==> src/rtl/reg_pipe_pkg.sv <==
`default_nettype none
// ============================================================================
//  Module   : reg_pipe_pkg
//  Brief    : Shared defaults and helpers for the reg_pipe register chain.
//  Revision : 1.0 - initial release
// ============================================================================
package reg_pipe_pkg;

    localparam int DEFAULT_WIDTH = 8;
    localparam int DEFAULT_DEPTH = 4;

    // Width of a counter able to hold 0..depth inclusive.
    function automatic int count_width(input int depth);
        return (depth < 1) ? 1 : $clog2(depth + 1);
    endfunction

endpackage
`default_nettype wire

==> src/rtl/reg_pipe_stage.sv <==
`default_nettype none
// ============================================================================
//  Module   : reg_pipe_stage
//  Brief    : One pipeline stage: data flop bank with load enable plus a
//             valid bit; produces this stage's ready term for the chain.
//  Revision : 1.0 - initial release
// ============================================================================
module reg_pipe_stage
    import reg_pipe_pkg::*;
#(
    parameter int               WIDTH      = DEFAULT_WIDTH,
    parameter logic [WIDTH-1:0] RESET_DATA = '0
) (
    input  logic             clk,
    input  logic             reset,
    input  logic             flush,
    input  logic             load,
    input  logic             prev_v,
    input  logic [WIDTH-1:0] prev_d,
    input  logic             rdy_next,
    output logic             v,
    output logic [WIDTH-1:0] d,
    output logic             rdy
);

    logic             r_v;
    logic [WIDTH-1:0] r_d;

    // Stage register: flush clears, load takes the predecessor; data only
    // moves when the predecessor is valid so an empty stage keeps its data.
    always_ff @(posedge clk or negedge reset) begin
        if (!reset) begin
            r_v <= 1'b0;
            r_d <= RESET_DATA;
        end else if (flush) begin
            r_v <= 1'b0;
            r_d <= RESET_DATA;
        end else if (load) begin
            r_v <= prev_v;
            if (prev_v) begin
                r_d <= prev_d;
            end
        end
    end

    // An empty stage can always take a word; a full one only if it can drain.
    assign rdy = !r_v || rdy_next;
    assign v   = r_v;
    assign d   = r_d;

endmodule
`default_nettype wire

==> src/rtl/reg_pipe.sv <==
`default_nettype none
// ============================================================================
//  Module   : reg_pipe
//  Brief    : DEPTH-stage elastic register pipeline with valid/ready on both
//             sides, bubble collapse, synchronous flush and an occupancy count.
//  Revision : 1.0 - initial release
// ============================================================================
module reg_pipe
    import reg_pipe_pkg::*;
#(
    parameter int               WIDTH      = DEFAULT_WIDTH,
    parameter int               DEPTH      = DEFAULT_DEPTH,
    parameter logic [WIDTH-1:0] RESET_DATA = '0
) (
    input  logic                           clk,
    input  logic                           reset,
    input  logic                           flush,
    input  logic                           in_valid,
    output logic                           in_ready,
    input  logic [WIDTH-1:0]               in_data,
    output logic                           out_valid,
    input  logic                           out_ready,
    output logic [WIDTH-1:0]               out_data,
    output logic [count_width(DEPTH)-1:0]  count
);

    localparam int C_CW = count_width(DEPTH);

    logic [DEPTH-1:0] w_v;
    logic [WIDTH-1:0] w_d      [DEPTH];
    logic [DEPTH-1:0] w_rdy;
    logic [DEPTH-1:0] w_rdy_next;
    logic [DEPTH-1:0] w_prev_v;
    logic [WIDTH-1:0] w_prev_d [DEPTH];
    logic             w_full_above;
    logic             w_push;
    logic             w_pop;
    logic [C_CW-1:0]  r_count;

    // Ready seen by each stage from its successor, written in closed form
    // (out_ready, or any empty stage further downstream) so the ready chain
    // depends only on the valid registers and never on itself.
    always_comb begin
        w_rdy_next   = '0;
        w_full_above = 1'b1;
        for (int i = 0; i < DEPTH; i++) begin
            w_full_above = 1'b1;
            for (int j = i + 1; j < DEPTH; j++) begin
                w_full_above = w_full_above & w_v[j];
            end
            w_rdy_next[i] = out_ready | ~w_full_above;
        end
    end

    for (genvar gi = 0; gi < DEPTH; gi++) begin : g_stage
        if (gi == 0) begin : g_head
            assign w_prev_v[gi] = in_valid;
            assign w_prev_d[gi] = in_data;
        end else begin : g_body
            assign w_prev_v[gi] = w_v[gi-1];
            assign w_prev_d[gi] = w_d[gi-1];
        end

        reg_pipe_stage #(
            .WIDTH      (WIDTH),
            .RESET_DATA (RESET_DATA)
        ) u_stage (
            .clk      (clk),
            .reset    (reset),
            .flush    (flush),
            .load     (w_rdy[gi]),
            .prev_v   (w_prev_v[gi]),
            .prev_d   (w_prev_d[gi]),
            .rdy_next (w_rdy_next[gi]),
            .v        (w_v[gi]),
            .d        (w_d[gi]),
            .rdy      (w_rdy[gi])
        );
    end

    // Input is refused during reset and during a flush cycle.
    assign in_ready  = w_rdy[0] & ~flush & reset;
    assign out_valid = w_v[DEPTH-1];
    assign out_data  = w_d[DEPTH-1];

    assign w_push = in_valid & in_ready;
    assign w_pop  = out_valid & out_ready & ~flush;

    // Occupancy counter: tracks pushes minus pops, cleared by flush.
    always_ff @(posedge clk or negedge reset) begin
        if (!reset) begin
            r_count <= '0;
        end else if (flush) begin
            r_count <= '0;
        end else begin
            r_count <= r_count + C_CW'(w_push) - C_CW'(w_pop);
        end
    end

    assign count = r_count;

endmodule
`default_nettype wire

==> config.mk <==
export PLATFORM = sky130hd
export DESIGN_NAME = reg_pipe
export DESIGN_NICKNAME = d
export VERILOG_FILES = /design/src/rtl/reg_pipe_pkg.sv /design/src/rtl/reg_pipe_stage.sv /design/src/rtl/reg_pipe.sv
export SDC_FILE = /design/constraint.sdc
export NUM_CORES = 1
export LEC_CHECK = 0
export CORE_MARGIN = 5
export CORE_UTILIZATION = 30
export DETAILED_ROUTE_END_ITERATION = 8
export GPL_TIMING_DRIVEN = 1
export PLACE_DENSITY = 0.59
export REMOVE_ABC_BUFFERS = 1
export SLEW_MARGIN = 20
export SYNTH_ARGS = -nofsm -noshare
export SYNTH_HDL_FRONTEND = slang
export SYNTH_HIERARCHICAL = 1
export SYNTH_SLANG_ARGS = --single-unit
export TNS_END_PERCENT = 30
==> constraint.sdc <==
create_clock -name clk -period 3.5 [get_ports clk]
set_input_delay 0.7 -clock clk [delete_from_list [all_inputs] [get_ports clk]]
set_output_delay 0.7 -clock clk [all_outputs]
set_load 0.005 [all_outputs]
==> flow_metrics.py <==
metrics = {
    "synthesis": {
        "ys_warn_count": 6,
        "yosysSeqAreaShare_pct": 47.9,
        "ys_seq_elements": 39,
        "synth_cells": 183,
        "synthDistinctLibCells": 22,
        "postSynthAreaPerCell_sq_um": 11.1,
        "syn_area_sq_mm": 0.00204,
    },
    "layout": {
        "final_area_sq_mm": 0.00237,
        "finalNonFillerCells": 283,
        "layout_commonest_cell": "dfrtp_1",
        "nFillCells": 692,
        "syn_to_final_growth_pct": 16.5,
        "seqCellArea_sq_um": 976,
        "diodes": 0,
        "final_cell_mix": "39 x dfrtp_1, 32 x nand3_1, 28 x a21bo_2, 28 x a21oi_1, 24 x clkdlybuf4s50_1",
        "multiInputGateArea_sq_um": 860,
        "nets": 218,
        "drive_gt1_share_pct": 23.2,
    },
    "clock_network": {
        "clockBufferDepth": 2,
        "clk_latency_ps": 290,
        "postCtsSetupRepairBufs": 0,
        "htreeDepth": 2,
        "cts_resized": 0,
        "cts_tree": "built",
        "cts_sinks": 39,
        "root_buffer": "clkbuf_8",
        "hold_buffers": 0,
        "cts_buffers": 5,
        "clkTransAtPathRegs_ps": 70,
    },
    "placement": {
        "numPortBuffers": 25,
        "postPlaceCellArea_sq_mm": 0.00224,
        "gp_congestion": 0.725,
        "placed_cells": 275,
        "dp.final_hpwl_mm": 2.35,
    },
    "power_and_ir_drop": {
        "p_per_area_mw_per_mm2": 413,
        "static-leakage-power_nw": 1.02,
        "fin_total_pwr_w": 0.000981,
        "peakVddDrop_v": 0.000173,
    },
    "sta": {
        "setup_tns_ps": 0,
        "layout_min_cycle_time_ps": 2880,
        "min_period_over_period_pct": 82.2,
        "finalClockSkew_ps": 8.19,
        "hold_violations": 0,
        "drv_slew": 0,
        "finalSetupViolCount": 0,
        "slew_headroom_pct": 56.2,
        "worst_slew_pin_slew_ps": 657,
        "rsz0062_at_grt": "false",
        "max_freq_mhz": 348,
    },
    "floorplan": {
        "core_sq_mm": 0.00672,
        "dieWidth_microns": 92.4,
        "die_h_microns": 92.4,
        "initial_core_util_pct": 30.3,
        "boundaryPins": 26,
        "num_rows": 30,
        "die-area_sq_mm": 0.00854,
    },
    "flow_run": {
        "maxCapViolations": 0,
    },
    "global_routing": {
        "overflow": 0,
        "grt_pass1_wl_mm": 6.73,
        "grt_pass1_vias": 1357,
        "globalRouteTotalUtil_pct": 9.71,
        "antenna_found_initial": 0,
        "grt_max_degree": 40,
    },
    "detailed_routing": {
        "via_count": 1340,
        "wl_per_cell_microns": 13.2,
        "first_pass_iters": 4,
        "drc": 0,
        "drtIter0Drc": 80,
        "finalWirelength_mm": 3.74,
        "via_per_inst": 4.73,
        "drtAntennaViolNets": 0,
    },
    "setup_path": {
        "critical_path_required_ps": 2800,
        "start_kind": "input port",
        "cp-startpoint": "out_ready",
        "critPathArrivalTime_ps": 2180,
        "cp-end-kind": "output port",
        "critical_path_class": "in2out",
        "reg2reg_slack_ps": 1160,
        "r2r-end": "count[2]",
        "path_max_fanout": 5,
        "r2r_start": "g_stage[0].u_stage/v",
        "reg2regPathDepth": 10,
    },
    "status": {
        "status": "complete, no violations",
    },
    "hold_path": {
        "hp-class": "in2async",
    },
}
==> critical path, cell delays in order <==
cell             delay (ps)
clkdlybuf4s50_1         460
nand4b_1                190
nand2b_1                170
and3b_1                 210
clkdlybuf4s50_1         440
==> report_power, final <==
part	switching, W	leakage (nW)	internal, W
Sequential	0.00000836	0.536	0.000460
Combinational	0.0000349	0.420	0.0000351
Clock	0.000157	0.0654	0.000285
==> kinds of logic after synthesis <==
logic type      synth area share [%]
compound gates                  24.3
xor+xnor                        1.10
fa+ha+maj                       2.21
buf+inv                         9.95
flops                           47.9
mux                             1.96
simple gates                    12.6
==> cells in the mapped netlist <==
master    count  area share (%)
mux2i_1       4             2.0
fa_1          1            0.98
a21bo_1       4             2.0
nand2_1       2            0.37
buf_1         4            0.74
inv_1         2            0.37
dfrtp_1      39              48
a21oi_1      28             6.9
nand3_1      32             7.9
a21oi_2       4             1.7
nand3b_1      1            0.37
ha_1          2             1.2
nand4b_1      1            0.43
nor2b_1       1            0.31
nor2_1        7             1.3
xnor3_1       1             1.1
buf_4         4             1.5
buf_6         8             4.4
nand2b_1      5             1.5
a21bo_2      28              14
and3b_1       1            0.43
buf_8         4             2.9
==> layer usage <==
| layer | vias up | share of wire (%) | global-route usage (%) |
|---|---|---|---|
| met2 | 24 | 45 | 14.9 |
| met1 | 626 | 48 | 12.7 |
| met5 | - | 0 | 0 |
| li1 | 683 | - | - |
| met3 | 7 | 5.2 | 2.92 |
| met4 | 0 | 1.8 | 4.08 |
==> sequential cells by signal, summed over array words and instances, names as in the netlist <==
signal,cells
g_stage.u_stage/v,4
count,3
g_stage.u_stage/d,32
==> layout make-up <==
cell class	count	share of cell area, %
Clock buffer	6	3.06
Clock inverter	2	2.53
Inverter	2	0.316
Multi-Input combinational cell	122	36.2
Sequential cell	39	41.1
Tap cell	80	4.22
Timing Repair Buffer	32	12.5
==> worst max-delay path by stage <==
stage               endpoint  slack (ps)  depth (start not counted)
floorplan           count[2]         770                         11
global placement    count[2]         540                         12
detailed placement  count[2]         510                         12
CTS                 in_ready         630                          5
global route        in_ready         520                          5
finish              in_ready         620                          5
==> per-stage QoR <==
| stage | hold WS, ps | util (%) | setup slack, ps |
|---|---|---|---|
| 2_1_floorplan | 404 | - | 770 |
| 3_3_place_gp | 513 | 33.4 | 536 |
| 3_5_place_dp | 516 | 33.4 | 508 |
| 4_1_cts | 488 | 35.3 | 634 |
| 5_1_grt | 512 | 35.3 | 519 |
| 6_report | 474 | 35.3 | 624 |
No activity file was read; power rests on OpenSTA's default activity.
